File: src/rtl/phase_seq_pkg.sv
// Shared types and constants for the phase sequencer.
// Also holds the first-unmasked-phase helper used on start and on wrap.
package phase_seq_pkg;

    localparam int unsigned NUM_PHASES = 8;
    localparam int unsigned PHASE_W    = 3;

    typedef enum logic [1:0] {
        StIdle,
        StRun,
        StHold
    } seq_state_e;

    // Lowest index whose mask bit is clear; 0 when everything is masked.
    function automatic logic [PHASE_W-1:0] first_phase(input logic [NUM_PHASES-1:0] mask);
        logic [PHASE_W-1:0] idx;
        idx = '0;
        for (int i = NUM_PHASES - 1; i >= 0; i--) begin
            if (!mask[i]) begin
                idx = PHASE_W'(i);
            end
        end
        return idx;
    endfunction

endpackage

File: src/rtl/phase_next_sel.sv
// Combinational finder for the next unmasked phase above the current index.
// With an all-zero mask this is a plain increment with last asserted at index 7.
module phase_next_sel
    import phase_seq_pkg::*;
(
    input  logic [PHASE_W-1:0]    idx_i,
    input  logic [NUM_PHASES-1:0] mask_i,
    output logic [PHASE_W-1:0]    next_idx_o,
    output logic                  last_o
);

    // Descending scan so the lowest qualifying index is the final assignment.
    always_comb begin
        next_idx_o = idx_i;
        last_o     = 1'b1;
        for (int i = NUM_PHASES - 1; i >= 0; i--) begin
            if ((i > int'(idx_i)) && !mask_i[i]) begin
                next_idx_o = PHASE_W'(i);
                last_o     = 1'b0;
            end
        end
    end

endmodule

File: src/rtl/phase_sequencer.sv
// Programmable phase sequencer: steps a 3-bit phase index, holding each for dwell+1 cycles.
// Optional phase skipping is enabled by defining PHASE_SEQ_SKIP_EN.
module phase_sequencer
    import phase_seq_pkg::*;
#(
    parameter int unsigned DWELL_W = 8
) (
    input  logic               clk,
    input  logic               rst_n,
    input  logic               start,
    input  logic               stop,
    input  logic               hold,
    input  logic               mode,
    input  logic [DWELL_W-1:0] dwell,
`ifdef PHASE_SEQ_SKIP_EN
    input  logic [7:0]         skip_mask,
`endif
    output logic [2:0]         state,
    output logic               busy,
    output logic               done,
    output logic               wrap
);

    seq_state_e                fsm_q, fsm_d;
    logic [PHASE_W-1:0]        phase_q, phase_d;
    logic [DWELL_W-1:0]        cnt_q, cnt_d;
    logic [DWELL_W-1:0]        dwell_q, dwell_d;
    logic                      mode_q, mode_d;
    logic [NUM_PHASES-1:0]     mask_q, mask_d;
    logic                      done_q, done_d;
    logic                      wrap_q, wrap_d;
    logic [NUM_PHASES-1:0]     mask_in;
    logic [PHASE_W-1:0]        next_idx;
    logic                      next_last;

`ifdef PHASE_SEQ_SKIP_EN
    assign mask_in = skip_mask;
`else
    assign mask_in = '0;
`endif

    phase_next_sel u_next_sel (
        .idx_i      (phase_q),
        .mask_i     (mask_q),
        .next_idx_o (next_idx),
        .last_o     (next_last)
    );

    always_ff @(posedge clk or negedge rst_n) begin
        if (!rst_n) begin
            fsm_q   <= StIdle;
            phase_q <= '0;
            cnt_q   <= '0;
            dwell_q <= '0;
            mode_q  <= 1'b0;
            mask_q  <= '0;
            done_q  <= 1'b0;
            wrap_q  <= 1'b0;
        end else begin
            fsm_q   <= fsm_d;
            phase_q <= phase_d;
            cnt_q   <= cnt_d;
            dwell_q <= dwell_d;
            mode_q  <= mode_d;
            mask_q  <= mask_d;
            done_q  <= done_d;
            wrap_q  <= wrap_d;
        end
    end

    always_comb begin
        fsm_d   = fsm_q;
        phase_d = phase_q;
        cnt_d   = cnt_q;
        dwell_d = dwell_q;
        mode_d  = mode_q;
        mask_d  = mask_q;
        done_d  = 1'b0;
        wrap_d  = 1'b0;
        unique case (fsm_q)
            StIdle: begin
                if (start && !stop && !(&mask_in)) begin
                    fsm_d   = StRun;
                    phase_d = first_phase(mask_in);
                    cnt_d   = '0;
                    dwell_d = dwell;
                    mode_d  = mode;
                    mask_d  = mask_in;
                end
            end
            StRun, StHold: begin
                if (stop) begin
                    fsm_d   = StIdle;
                    phase_d = '0;
                    cnt_d   = '0;
                end else if (hold) begin
                    fsm_d = StHold;
                end else begin
                    // The cycle in which hold drops already counts, so a held phase
                    // lasts dwell+1 plus exactly the number of cycles hold was high.
                    fsm_d = StRun;
                    if (cnt_q == dwell_q) begin
                        cnt_d = '0;
                        if (!next_last) begin
                            phase_d = next_idx;
                        end else if (mode_q) begin
                            phase_d = first_phase(mask_q);
                            wrap_d  = 1'b1;
                        end else begin
                            fsm_d   = StIdle;
                            phase_d = '0;
                            done_d  = 1'b1;
                        end
                    end else begin
                        cnt_d = cnt_q + DWELL_W'(1);
                    end
                end
            end
            default: begin
                fsm_d   = StIdle;
                phase_d = '0;
                cnt_d   = '0;
            end
        endcase
    end

    always_comb begin
        state = phase_q;
        busy  = (fsm_q != StIdle);
        done  = done_q;
        wrap  = wrap_q;
    end

endmodule

File: config.mk
export PLATFORM = sky130hd
export DESIGN_NAME = phase_sequencer
export DESIGN_NICKNAME = d
export VERILOG_FILES = /design/src/rtl/phase_seq_pkg.sv /design/src/rtl/phase_next_sel.sv /design/src/rtl/phase_sequencer.sv
export SDC_FILE = /design/constraint.sdc
export NUM_CORES = 1
export LEC_CHECK = 0
export CORE_MARGIN = 8
export CORE_UTILIZATION = 45
export CTS_CLUSTER_SIZE = 30
export DETAILED_ROUTE_END_ITERATION = 8
export MAX_ROUTING_LAYER = met4
export PLACE_DENSITY = 0.78
export SETUP_SLACK_MARGIN = 0.3
export SYNTH_ARGS = -nofsm -noshare
export SYNTH_HDL_FRONTEND = slang
export SYNTH_HIERARCHICAL = 1
export SYNTH_SLANG_ARGS = --single-unit
File: constraint.sdc
create_clock -name clk -period 1.7 [get_ports clk]
set_input_delay 0.34 -clock clk [delete_from_list [all_inputs] [get_ports clk]]
set_output_delay 0.34 -clock clk [all_outputs]
set_load 0.03 [all_outputs]
== Yosys cells after proc, flatten, opt, wreduce, memory -nomap -nowiden ==
Index checks and enable logic that the tools add are counted.
Widths: inputs -> output; s select.

* Reduce and logical (&&, ||, !) cells: 8
* Mux-type cells: 44
* Order comparisons: 7
* Equality and inequality tests: 7
* Add/subtract/negate cells: 1

{| class="wikitable"
|+ Operator list
! cell !! count
|-
| $mux 3 || 12
|-
| $mux 8 || 4
|-
| $mux 1 || 22
|-
| $pmux 8 s2 || 1
|-
| $gt 3x3->1 const A || 4
|-
| $ne 10x3->1 const B || 1
|-
| $add 8x1->8 const B || 1
|-
| $eq 8x8->1 || 1
|-
| $gt 2x3->1 const A || 2
|-
| $mux 2 || 3
|-
| $ne 3x3->1 const B || 2
|-
| $pmux 3 s2 || 1
|-
| $pmux 2 s2 || 1
|-
| $reduce_and 2->1 || 2
|-
| $reduce_and 4->1 || 1
|-
| $gt 1x3->1 const A || 1
|-
| $eq 2x1->1 const B || 1
|-
| $eq 2x2->1 const B || 1
|-
| $logic_not 2->1 || 1
|-
| $ne 2x2->1 const B || 1
|-
| $reduce_bool 2->1 || 1
|-
| $reduce_or 2->1 || 1
|-
| $logic_and 1x1->1 || 1
|-
| $logic_not 1->1 || 1
|}

* Flip-flop bits (word level): 24
* Output and inout port bits: 6
* Logic and storage cells: 74
* Input bits: 14

== Longest topological paths before layout ==
Gate-level depths: netlist of run 1.

* Depth after elaboration: 13
* Gate-level depth with buffers: 8
* Mapped depth without buffers: 7

== Modules after synthesis ==
The synthesis of run 1 kept the hierarchy.

{| class="wikitable"
|+ Modules (own cells, without submodules)
! module !! cells each !! times used !! sequential area each (um^2) !! area an instance (um^2)
|-
| phase_sequencer || 109 || 1 || 600.6 || 1,201.2
|-
| phase_next_sel || 37 || 1 || 0.0 || 226.5
|}

== Worst setup path after synthesis of run 1 ==
OpenSTA, ideal clock, no wires.

* Path kind: register -> register
* Start point: reg phase_q[1] (netlist: state[1])
* End point: reg phase_q[1] (netlist: state[1])
* Clock period less this slack: 1,695 ps
* Library setup time: 67 ps
* Arrival: 1,629 ps
* Buffers on the path: 1
* Path slack: 5 ps
* Data required time: 1,633 ps
* Stages on the path, launching flop included: 7
* Path through: dfrtp_1 -> buf_4 -> nor3_1 -> nor2_1 -> and3_1 -> nor4_2 -> a22o_1

* Longest elaborated chain between the ends: 13
* Elaborated cells between the ends (all ways): 27
* Classes of those cells: order compare: 7; eq/ne: 1; mux: 18; reduce/logical: 1

{| class="wikitable"
|+ Ends and longest elaborated chain
! element !! line !! source
|-
| start: declaration || phase_sequencer.sv:25 || <nowiki>logic [PHASE_W-1:0] phase_q, phase_d;</nowiki>
|-
| start signal: assignment || phase_sequencer.sv:61 || <nowiki>phase_q <= phase_d;</nowiki>
|-
| $gt 3x3->1 || phase_next_sel.sv:17 || <nowiki>if ((i > int'(idx_i)) && !mask_i[i]) begin</nowiki>
|-
| $mux 1 (6 in series) || phase_next_sel.sv:17 ||
|-
| $mux 1 (*) || phase_next_sel.sv:17 ||
|-
| net next_last || phase_sequencer.sv:34 || <nowiki>logic next_last;</nowiki>
|-
| $mux 3 || phase_sequencer.sv:104 || <nowiki>if (!next_last) begin</nowiki>
|-
| $mux 3 || phase_sequencer.sv:102 || <nowiki>if (cnt_q == dwell_q) begin</nowiki>
|-
| $mux 3 || phase_sequencer.sv:96 || <nowiki>end else if (hold) begin</nowiki>
|-
| $mux 3 || phase_sequencer.sv:92 || <nowiki>if (stop) begin</nowiki>
|-
| $pmux 3 s2 || phase_sequencer.sv:80 || <nowiki>unique case (fsm_q)</nowiki>
|}

The timed path passes the listed nets; every way through them passes the cells marked *. The select of a mux whose other input is x is not followed.
A chain may end at the register's enable or synchronous reset.

== Final worst setup path of run 1 ==
* Start point: reg fsm_q[0]
* End point: reg cnt_q[6]

* Longest elaborated chain between the ends: 4
* Elaborated cells between the ends (all ways): 8
* Classes of those cells: eq/ne: 4; mux: 1; reduce/logical: 3

{| class="wikitable"
|+ Ends and longest elaborated chain
! element !! line !! source
|-
| start: declaration || phase_sequencer.sv:24 || <nowiki>seq_state_e fsm_q, fsm_d;</nowiki>
|-
| start signal: assignment || phase_sequencer.sv:51 || <nowiki>fsm_q <= StIdle;</nowiki>
|-
| start signal: assignment || phase_sequencer.sv:60 || <nowiki>fsm_q <= fsm_d;</nowiki>
|-
| $eq 2x1->1 or $eq 2x2->1 (tied branches) || phase_sequencer.sv:80 ||
|-
| $reduce_or 2->1 || phase_sequencer.sv:80 ||
|-
| $ne 3x3->1 (no source line) || -- ||
|-
| $reduce_and 2->1 (no source line) || -- ||
|-
| end signal: assignment || phase_sequencer.sv:62 || <nowiki>cnt_q <= cnt_d;</nowiki>
|-
| end: declaration || phase_sequencer.sv:26 || <nowiki>logic [DWELL_W-1:0] cnt_q, cnt_d;</nowiki>
|}

Several ways; a longest one is shown, not always the timed one.

==> impl_results.md, run 1 <==
* Final worst-path cycle share at 98.23%
* Reg2Reg Capture Point: cnt_q[6]$_DFFE_PN0P_
* Wire length of the first global-routing pass at 6306 µm
* DRC at 0
* Yosys warns at 6
* Static leakage at 0.9731 nW
* Hold buffers post-CTS at 0
* Worst hold slack at 351.1 ps
* Fin. max-slew vios at 0
* Library cells used by synthesis at 42
* R2R depth at 8
* TritonCTS clock tree: done
* Number of global-route vias before repair at 1467
* Worst setup EP type: register
* Most frequent cells after synthesis: 24 x dfrtp_1, 10 x a21oi_1, 10 x mux2_2, 10 x nor2_1, 9 x nand2_1
* VDD IR max at 0.9348 mV
* Crit-path max FO at 7
* # rows at 20
* Max-cap violations at 0
* Fin crit period at 1670 ps
* Antenna-violating nets left at 0
* CP Class: reg2reg
* Mapped Avg Cell Area at 9.778 µm²
* Most area-consuming cells after synthesis: dfrtp_1 42%, mux2_2 7.9%, xnor2_1 4.9%
* IO buf count at 19
* Synthesized flop and latch total at 24
* Yosys top cell by area: dfrtp_1
* Clock Skew at 2.833 ps
* Placer Congestion at 0.8191
* Reg-to-Reg Start: fsm_q[0]$_DFFE_PN0P_
* Pre-CTS WS at -192.3 ps
* Synthesized area at 1428 µm²
* Setup violators final at 0
* Filler cells at 218
* Hpwl dp at 2562 µm
* All-Layer GR Usage at 15.42%
* Routed vias/inst at 5.230
* Via count at 1407
* Sequential cell area fraction in the yosys report at 42.07%
* Worst hold path type: in2async
* CTS root buf: clkbuf_4
* Area growth, synth to finish at 52.23%
* Total negative setup slack at 0 ps
* Starting Density at 47.15%
* Die Wd at 72.33 µm
* Reg2Reg Setup Slack at 30 ps
* Total grt overflow at 0
* Power per cell area at 1181 nW/µm²
* Skew-Pair Late Insertion Delay at 330 ps
* CTS Buffer Depth at 2
* GR met2 Demand/Resource at 28.49%
* Primary FF master, synth: dfrtp_1
* Count leader, synth: dfrtp_1
* Core ar. at 3028 µm²
* Asr flop ratio synth at 100.0%
* Outcome: complete, no violations
* Number of synthesized flops with an enable pin at 0
* Hold Fails Final Rpt at 0
* Initial drt markers at 50
* Count of nets after finishing at 243
* Total CTS buffers at 3
* Design area at 2173 µm²
* Reg clk slew, reported paths at 130 ps
* GR peak layer: met2
* H-Tree Depth at 1
* Gate Count Post-Synth at 146
* Final core utilization at 71.78%
* RSZ-0062 raised after global routing: true
* Drt first pass iters at 4
* Met3 usage at 2.755%
* Peak Freq at 0.5989 GHz
* Antenna cell count at 0
* Startpoint types: register
* Routed len/inst at 15.51 µm
* CP required at 1960 ps
* Clock sinks at 24
* I/O pins at 20
* Die Area at 5231 µm²
* Final setup margin at 30.16 ps
* Grt met1 use at 15.56%
* Largest net degree at the start of global routing at 25
* Worst EP arrival at 1930 ps
* Routed WL at 4171 µm
* Chip Height at 72.33 µm
* Synth top area share at 42.07%
* Share of post-route cells with drive strength above 1 at 37.78%
* Antenna violations before repair at 0
* DP Area at 1863 µm²
==> worst max-delay path by stage <==
stage	startpoint	to	slack [ps]	cells after the start
after detailed placement	stop	cnt_q[0]$_DFFE_PN0P_	-190	5
after floorplan	fsm_q[1]$_DFFE_PN0P_	cnt_q[0]$_DFFE_PN0P_	150	7
after global placement	stop	cnt_q[0]$_DFFE_PN0P_	-120	5
after CTS	dwell_q[6]$_DFFE_PN0P_	cnt_q[0]$_DFFE_PN0P_	110	5
after global routing	fsm_q[0]$_DFFE_PN0P_	state[2]$_DFFE_PN0P_	-40	6
final	fsm_q[0]$_DFFE_PN0P_	cnt_q[6]$_DFFE_PN0P_	30	8
==> sequential cells by signal, summed over array words and instances, names as in the netlist <==
signal   count
cnt_q        8
done         1
dwell_q      8
fsm_q        2
mode_q       1
state        3
wrap         1
==> critical path, cell delays in order, from the launching register on <==
cell and delay [ps]:
dfrtp_1 410, inv_2 70, ha_4 250, nor2b_4 200, buf_4 160, o21ai_4 100
buf_4 160, buf_4 130, o21ai_1 130
==> layer usage <==
metal,routed length (µm),part of all wire (%)
met2,2283,55
met1,1593,38
met5,0,0
met4,76,1.8
met3,217,5.2
==> cell type report <==
type | count | area (µm²) | area share [%]
inverters | 7 | 28.78 | 1.324
clock buffers | 4 | 36.28 | 1.670
flip-flops and latches | 24 | 604.3 | 27.81
well taps | 44 | 55.05 | 2.533
multi-input cells | 135 | 982.2 | 45.19
repair buffers | 55 | 466.7 | 21.47
==> cell usage in the layout, fill, tap and decap left out, types with 3 or more instances in the layout <==
cell type	instances
nand2_1	6
nand2_2	3
clkbuf_2	3
clkbuf_4	3
nor2b_1	3
inv_1	4
o21ai_1	8
a21oi_1	9
xnor2_1	7
mux2_2	10
clkdlybuf4s50_1	13
conb_1	25
a22o_1	6
buf_6	9
nor2_1	9
buf_4	26
o21ai_0	3
and3_1	3
dfrtp_2	3
dfrtp_1	21
==> repair_timing <==
| item | CTS | global route |
|---|---|---|
| resized for setup | 36 | 18 |
| pin swaps | 13 | 14 |
| setup buffers | 13 | 8 |
| setup endpoints to repair | 24 | 27 |
| gates cloned | 1 | 0 |
==> power by group <==
part	internal [W]	total, W	switching (W)
logic	0.000759	0.00143	0.000669
registers	0.000714	0.000825	0.000111
clock network	0.000131	0.000314	0.000183
total	0.00160	0.00257	0.000962
==> metrics by stage <==
| stage | total power (W) | instances |
|---|---|---|
| after floorplan | 0.001472 | 170 |
| after global placement | 0.001696 | 243 |
| after detailed placement | 0.001751 | 243 |
| after CTS | 0.002304 | 261 |
| after global routing | 0.002673 | 269 |
| final | 0.002566 | 269 |
==> cell families (layout without fill, tap and decap cells) <==
group / count (synthesis) / in the layout / synth area share (%)
simple gates: 47 / 47 / 17.97
compound gates: 41 / 41 / 19.55
flops: 24 / 24 / 42.07
mux: 11 / 11 / 8.589
buf+inv: 11 / 66 / 4.031
xor+xnor: 8 / 8 / 4.908
fa+ha+maj: 3 / 3 / 2.630
other cells: 1 / 25 / 0.2627
No activity file was read; power rests on OpenSTA's default activity.
==> inputs of run 2 (changes only) <==
- SETUP_SLACK_MARGIN: 0.3 -> 0.05
==> run 2 against run 1 <==
- clock-buffer cell count is 1 lower
- global-route usage shrank 1.7 points
- critical path depth shrank 1
- clock power up 29%
- worst hold slack improved by 6.8 ps
- non-clock buffer count decreased by 17
- wire length is 17% lower
- die area is the same
- cell count is 6.3% lower
- first-iteration DRC count up 10%
==> impl_results.md, run 2 (synthesis results as in run 1) <==
* Outcome: complete, no violations
* Most common library cell in the layout ignoring fill and taps: conb_1
* Final worst-path cycle share at 95.33% (-2.9 points)
* Number of global-route vias before repair at 1284 (-12%)
* Share of post-route cells with drive strength above 1 at 27.40% (-10 points)
* IO buf count at 19 (unchanged)
* CP required at 1910 ps (-50 ps)
* Design Power at 0.002312 W (-9.9%)
* Peak Freq at 0.6170 GHz (+3.0%)
* Via count at 1291 (-8.2%)
* TritonCTS clock tree: done
* Most frequent cells in the layout: 25 x conb_1, 18 x dfrtp_1, 18 x buf_4
* Initial drt markers at 55 (+10%)
* Chip Height at 72.33 µm (unchanged)
* Design area at 2013 µm² (-7.4%)
* Area growth, synth to finish at 41.02%
* Crit-path max FO at 5 (-2)
* DP Area at 1846 µm² (-0.94%)
* Static leakage at 0.9042 nW (-7.1%)
* Antenna-violating nets left at 0 (unchanged)
* Final setup margin at 79.33 ps (+49.17 ps)
* Worst hold path type: in2async
* Skew-Pair Late Insertion Delay at 310 ps (-20 ps)
* CTS root buf: clkbuf_4
* Die Wd at 72.33 µm (unchanged)
* VDD IR max at 0.9977 mV (+6.7%)
* All-Layer GR Usage at 13.76% (-1.7 points)
* Power per cell area at 1149 nW/µm² (-2.7%)
* Hold Fails Final Rpt at 0 (unchanged)
* Antenna cell count at 0 (unchanged)
* Count of nets after finishing at 226 (-7.0%)
* Reg2Reg Setup Slack at 80 ps (+50 ps)
* Max-cap violations at 0 (unchanged)
* Fin crit period at 1621 ps (-49.17 ps)
* I/O pins at 20 (unchanged)
* Clock sinks at 24 (unchanged)
* Drt first pass iters at 5 (+1)
* Startpoint types: register
* R2R depth at 7 (-1)
* Dpl cells at 242 (-0.41%)
* Reg-to-Reg Start: fsm_q[0]$_DFFE_PN0P_
* Total grt overflow at 0 (unchanged)
* CP Class: reg2reg
* Routed WL at 3456 µm (-17%)
* Reg2Reg Capture Point: state[1]$_DFFE_PN0P_
* CTS Buffer Depth at 2 (unchanged)
* DRC at 0 (unchanged)
* Antenna violations before repair at 0 (unchanged)
* Largest net degree at the start of global routing at 25 (unchanged)
* Starting Density at 47.15% (unchanged)
* Core ar. at 3028 µm² (unchanged)
* Worst setup EP type: register
* Placer Congestion at 0.8044 (-1.8%)
* Worst EP arrival at 1830 ps (-100 ps)
* Total CTS buffers at 3 (unchanged)
* Routed len/inst at 13.71 µm (-12%)
* Setup violators final at 0 (unchanged)
* Crit-path max cell delay at 360 ps (-50 ps)
* Finished Layout Cells at 252 (-6.3%)
* Wire length of the first global-routing pass at 5733 µm (-9.1%)
* Hold buffers post-CTS at 0 (unchanged)
* H-Tree Depth at 1 (unchanged)
* Routed vias/inst at 5.123 (-2.1%)
* Crit-path slowest cell: dfrtp_1
* CP cell instances: inv_1 -> ha_1 -> nor2b_4 -> a22oi_1 -> buf_4 -> nand2_2 -> a22o_1
* Reg clk slew, reported paths at 130 ps (about the same)
* Die Area at 5231 µm² (unchanged)
* RSZ-0062 raised after global routing: true
* # rows at 20 (unchanged)
* Clock Skew at 11.87 ps (+9.036 ps)
* Fin. max-slew vios at 0 (unchanged)
* Pre-CTS WS at -138.0 ps (+54.27 ps)
* Hpwl dp at 2560 µm (about the same)
[run 2: changes by cell type in the layout (fill, tap and decap cells not counted), sizes merged]
cell,previous run,this run
clkbuf,7,3
buf,38,20
dlygate4sd2,0,5
clkdlybuf4s15,1,0
bufinv,0,1
[run 2: how the worst max path moves through the flow]
| stage | cells past startpoint | start | end |
|---|---|---|---|
| after floorplan | 6 | state[1]$_DFFE_PN0P_ | state[1]$_DFFE_PN0P_ |
| after global placement | 5 | stop | cnt_q[0]$_DFFE_PN0P_ |
| after detailed placement | 5 | stop | cnt_q[0]$_DFFE_PN0P_ |
| after CTS | 1 | state[0]$_DFFE_PN0P_ | state[0] |
| after global routing | 7 | fsm_q[1]$_DFFE_PN0P_ | state[1]$_DFFE_PN0P_ |
| final | 7 | fsm_q[0]$_DFFE_PN0P_ | state[1]$_DFFE_PN0P_ |
[run 2: worst max-delay path, delay by kind of cell, from the launching register on]
family          cells  cell delay (ps)
simple gates        2              200
buf+inv             2              230
compound gates      2              440
flops               1              360
fa+ha+maj           1              290
[run 2: metrics by stage]
step | hold slack, ps | setup TNS [ps] | util, %
global placement | 437.3 | -399.5 | 60.95
global route | 361.3 | -71.79 | 66.49
floorplan | 44.41 | 0 | -
finish | 357.9 | 0 | 66.49
detailed placement | 451.3 | -887.1 | 60.95
CTS | 356.3 | 0 | 63.31
[run 2: routing by layer]
metal	global-route usage, %	share of wire [%]
met1	14.96	40
met2	24.47	53
met3	2.893	5.6
met4	4.082	1.3
met5	-	0
[run 2: final cells by class]
cell class	instances	area (µm²)
fill	245	1015
tap	44	55.05
multi-input combinational	135	930.9
sequential	24	608.1
clock buffer	3	22.52
clock inverter	1	30.03
inverter	7	26.28
timing repair buffer	38	340.3
[run 2: where the power goes]
group / total [W] / internal [W] / switching (W)
Combinational: 0.00107 / 0.000557 / 0.000512
Clock: 0.000405 / 0.000238 / 0.000167
Sequential: 0.000839 / 0.000715 / 0.000124
Total: 0.00231 / 0.00151 / 0.000802
[run 2: what timing repair did]
action | CTS | global route
setup endpoints to repair | 11 | 17
pin swaps | 2 | 5
gates resized for setup | 7 | 16
cloned | 0 | 0
setup buffers | 2 | 4
==> inputs of run 3 (changes only) <==
- CORE_UTILIZATION: 45 -> 48
- GPL_ROUTABILITY_DRIVEN: default -> 0
- PLACE_DENSITY: 0.78 -> 0.82
==> run 3 against run 2 <==
- utilization grew 3.1 points
- largest cell class unchanged
- first-iteration DRC count grew 13%
- total power shrank 5.4%
- worst hold slack gained 7.3 ps
- register-to-register slack lost 20 ps
- via count shrank 1.3%
- clock skew shrank 9.4 ps
- largest power group unchanged
- sequential share of layout area grew 1.0 points
- clock power shrank 26%
- die area shrank 4.9%
==> impl_results.md, run 3 (synthesis results as in run 1) <==
* Most frequent cells in the layout: 25 x conb_1, 21 x dfrtp_1, 18 x buf_4
* IO buf count at 19 (unchanged)
* Worst hold path type: in2async
* Die Area at 4975 µm² (-4.9%)
* CTS Buffer Depth at 2 (unchanged)
* Die Wd at 70.54 µm (-2.5%)
* Count of nets after finishing at 225 (-0.44%)
* Peak Freq at 0.6109 GHz (-0.99%)
* Routed vias/inst at 5.353 (+4.5%)
* Area growth, synth to finish at 35.58%
* Fin crit period at 1637 ps (+16.28 ps)
* Crit-path max FO at 4 (-1)
* Drt first pass iters at 4 (-1)
* Number of global-route vias before repair at 1329 (+3.5%)
* Via count at 1274 (-1.3%)
* Final worst-path cycle share at 96.29% (+0.96 points)
* Wire length of the first global-routing pass at 5740 µm (+0.12%)
* Antenna-violating nets left at 0 (unchanged)
* TritonCTS clock tree: done
* I/O pins at 20 (unchanged)
* H-Tree Depth at 1 (unchanged)
* Reg2Reg Capture Point: state[1]$_DFFE_PN0P_
* Antenna cell count at 0 (unchanged)
* Core ar. at 2781 µm² (-8.1%)
* Routed WL at 3394 µm (-1.8%)
* Hold buffers post-CTS at 0 (unchanged)
* Hold Fails Final Rpt at 0 (unchanged)
* Chip Height at 70.54 µm (-2.5%)
* Worst setup EP type: register
* Clock sinks at 24 (unchanged)
* Final core utilization at 69.59% (+3.1 points)
* VDD IR max at 0.9570 mV (-4.1%)
* Startpoint types: register
* CTS root buf: clkbuf_4
* All-Layer GR Usage at 14.12% (+0.36 points)
* Reg2Reg Setup Slack at 60 ps (-20 ps)
* Initial drt markers at 62 (+13%)
* Setup violators final at 0 (unchanged)
* Total CTS buffers at 3 (unchanged)
* CP cell instances: inv_2 -> ha_4 -> nor2b_4 -> buf_6 -> o211ai_1 -> nor4_4 -> a22o_1
* Fin. max-slew vios at 0 (unchanged)
* # rows at 19 (-5.0%)
* Worst EP arrival at 1890 ps (+60 ps)
* Reg-to-Reg Start: fsm_q[0]$_DFFE_PN0P_
* Max-cap violations at 0 (unchanged)
* RSZ-0062 raised after global routing: true
* Clock Skew at 2.444 ps (-9.425 ps)
* Routed len/inst at 14.26 µm (+4.0%)
* Design Power at 0.002188 W (-5.4%)
* Pre-CTS WS at -215.5 ps (-77.45 ps)
* Crit-path max cell delay at 390 ps (+30 ps)
* CP Class: reg2reg
* Reg clk slew, reported paths at 130 ps (about the same)
* Hpwl dp at 2455 µm (-4.1%)
* Antenna violations before repair at 0 (unchanged)
* CP required at 1960 ps (+50 ps)
* Total grt overflow at 0 (unchanged)
* Power per cell area at 1131 nW/µm² (-1.6%)
* Crit-path slowest cell: dfrtp_1
* Share of post-route cells with drive strength above 1 at 24.64% (-2.8 points)
* Outcome: complete, no violations
* Most common library cell in the layout ignoring fill and taps: conb_1
* R2R depth at 7 (unchanged)
* Final setup margin at 63.05 ps (-16.28 ps)
* Largest net degree at the start of global routing at 25 (unchanged)
* DRC at 0 (unchanged)
* Starting Density at 51.33% (+4.2 points)
* Static leakage at 0.8760 nW (-3.1%)
* Skew-Pair Late Insertion Delay at 310 ps (about the same)
==> run 3: report_power, final <==
group,switching (W),internal [W]
Sequential,0.000123,0.000714
Combinational,0.000505,0.000548
Clock,0.000167,0.000131
Total,0.000795,0.00139
==> run 3: area by class of cell <==
type | instances | area (µm²)
multi-input cells | 135 | 909.6
inverters | 7 | 26.28
well taps | 31 | 38.79
clock buffers | 4 | 36.28
flip-flops and latches | 24 | 604.3
repair buffers | 37 | 320.3
fillers | 197 | 845.8
==> run 3: worst max path at each step <==
stage,start,cells after the start,to
2_1_floorplan,state[1]$_DFFE_PN0P_,6,state[1]$_DFFE_PN0P_
3_3_place_gp,stop,5,cnt_q[0]$_DFFE_PN0P_
3_5_place_dp,stop,5,cnt_q[0]$_DFFE_PN0P_
4_1_cts,fsm_q[0]$_DFFE_PN0P_,7,state[1]$_DFFE_PN0P_
5_1_grt,fsm_q[0]$_DFFE_PN0P_,7,state[2]$_DFFE_PN0P_
6_report,fsm_q[0]$_DFFE_PN0P_,7,state[1]$_DFFE_PN0P_
==> run 3: worst max-delay path: cells and delay by family, from the launching register on <==
| kind | cells | cell delay, ps |
|---|---|---|
| compound gates | 2 | 350 |
| simple gates | 2 | 410 |
| buf+inv | 2 | 180 |
| flops | 1 | 390 |
| fa+ha+maj | 1 | 250 |
==> run 3: routing by layer <==
metal | global-route usage (%) | vias to the layer above | share of wire (%)
met4 | 4.595 | 0 | 1.1
li1 | - | 630 | -
met3 | 2.510 | 6 | 3.7
met1 | 14.87 | 601 | 42
met5 | - | - | 0
met2 | 25.96 | 37 | 54
==> run 3: timing repair <==
action | 4_1_cts | 5_1_grt
endpoints found under the hold margin | 0 | 0
buffers inserted | 2 | 4
setup endpoints to repair | 13 | 12
gates resized for setup | 8 | 11
cloned | 0 | 0
pin swaps | 1 | 7
==> run 3: stage by stage <==
| stage | area, µm² | setup TNS, ps | cells | hold WS [ps] |
|---|---|---|---|---|
| after floorplan | 1524 | 0 | 170 | 44.41 |
| after CTS | 1859 | 0 | 234 | 369.1 |
| final | 1936 | 0 | 238 | 365.2 |
| after detailed placement | 1809 | -1670 | 228 | 453.5 |
| after global placement | 1809 | -806.8 | 228 | 436.3 |
| after global routing | 1936 | -2.431 | 238 | 398.1 |
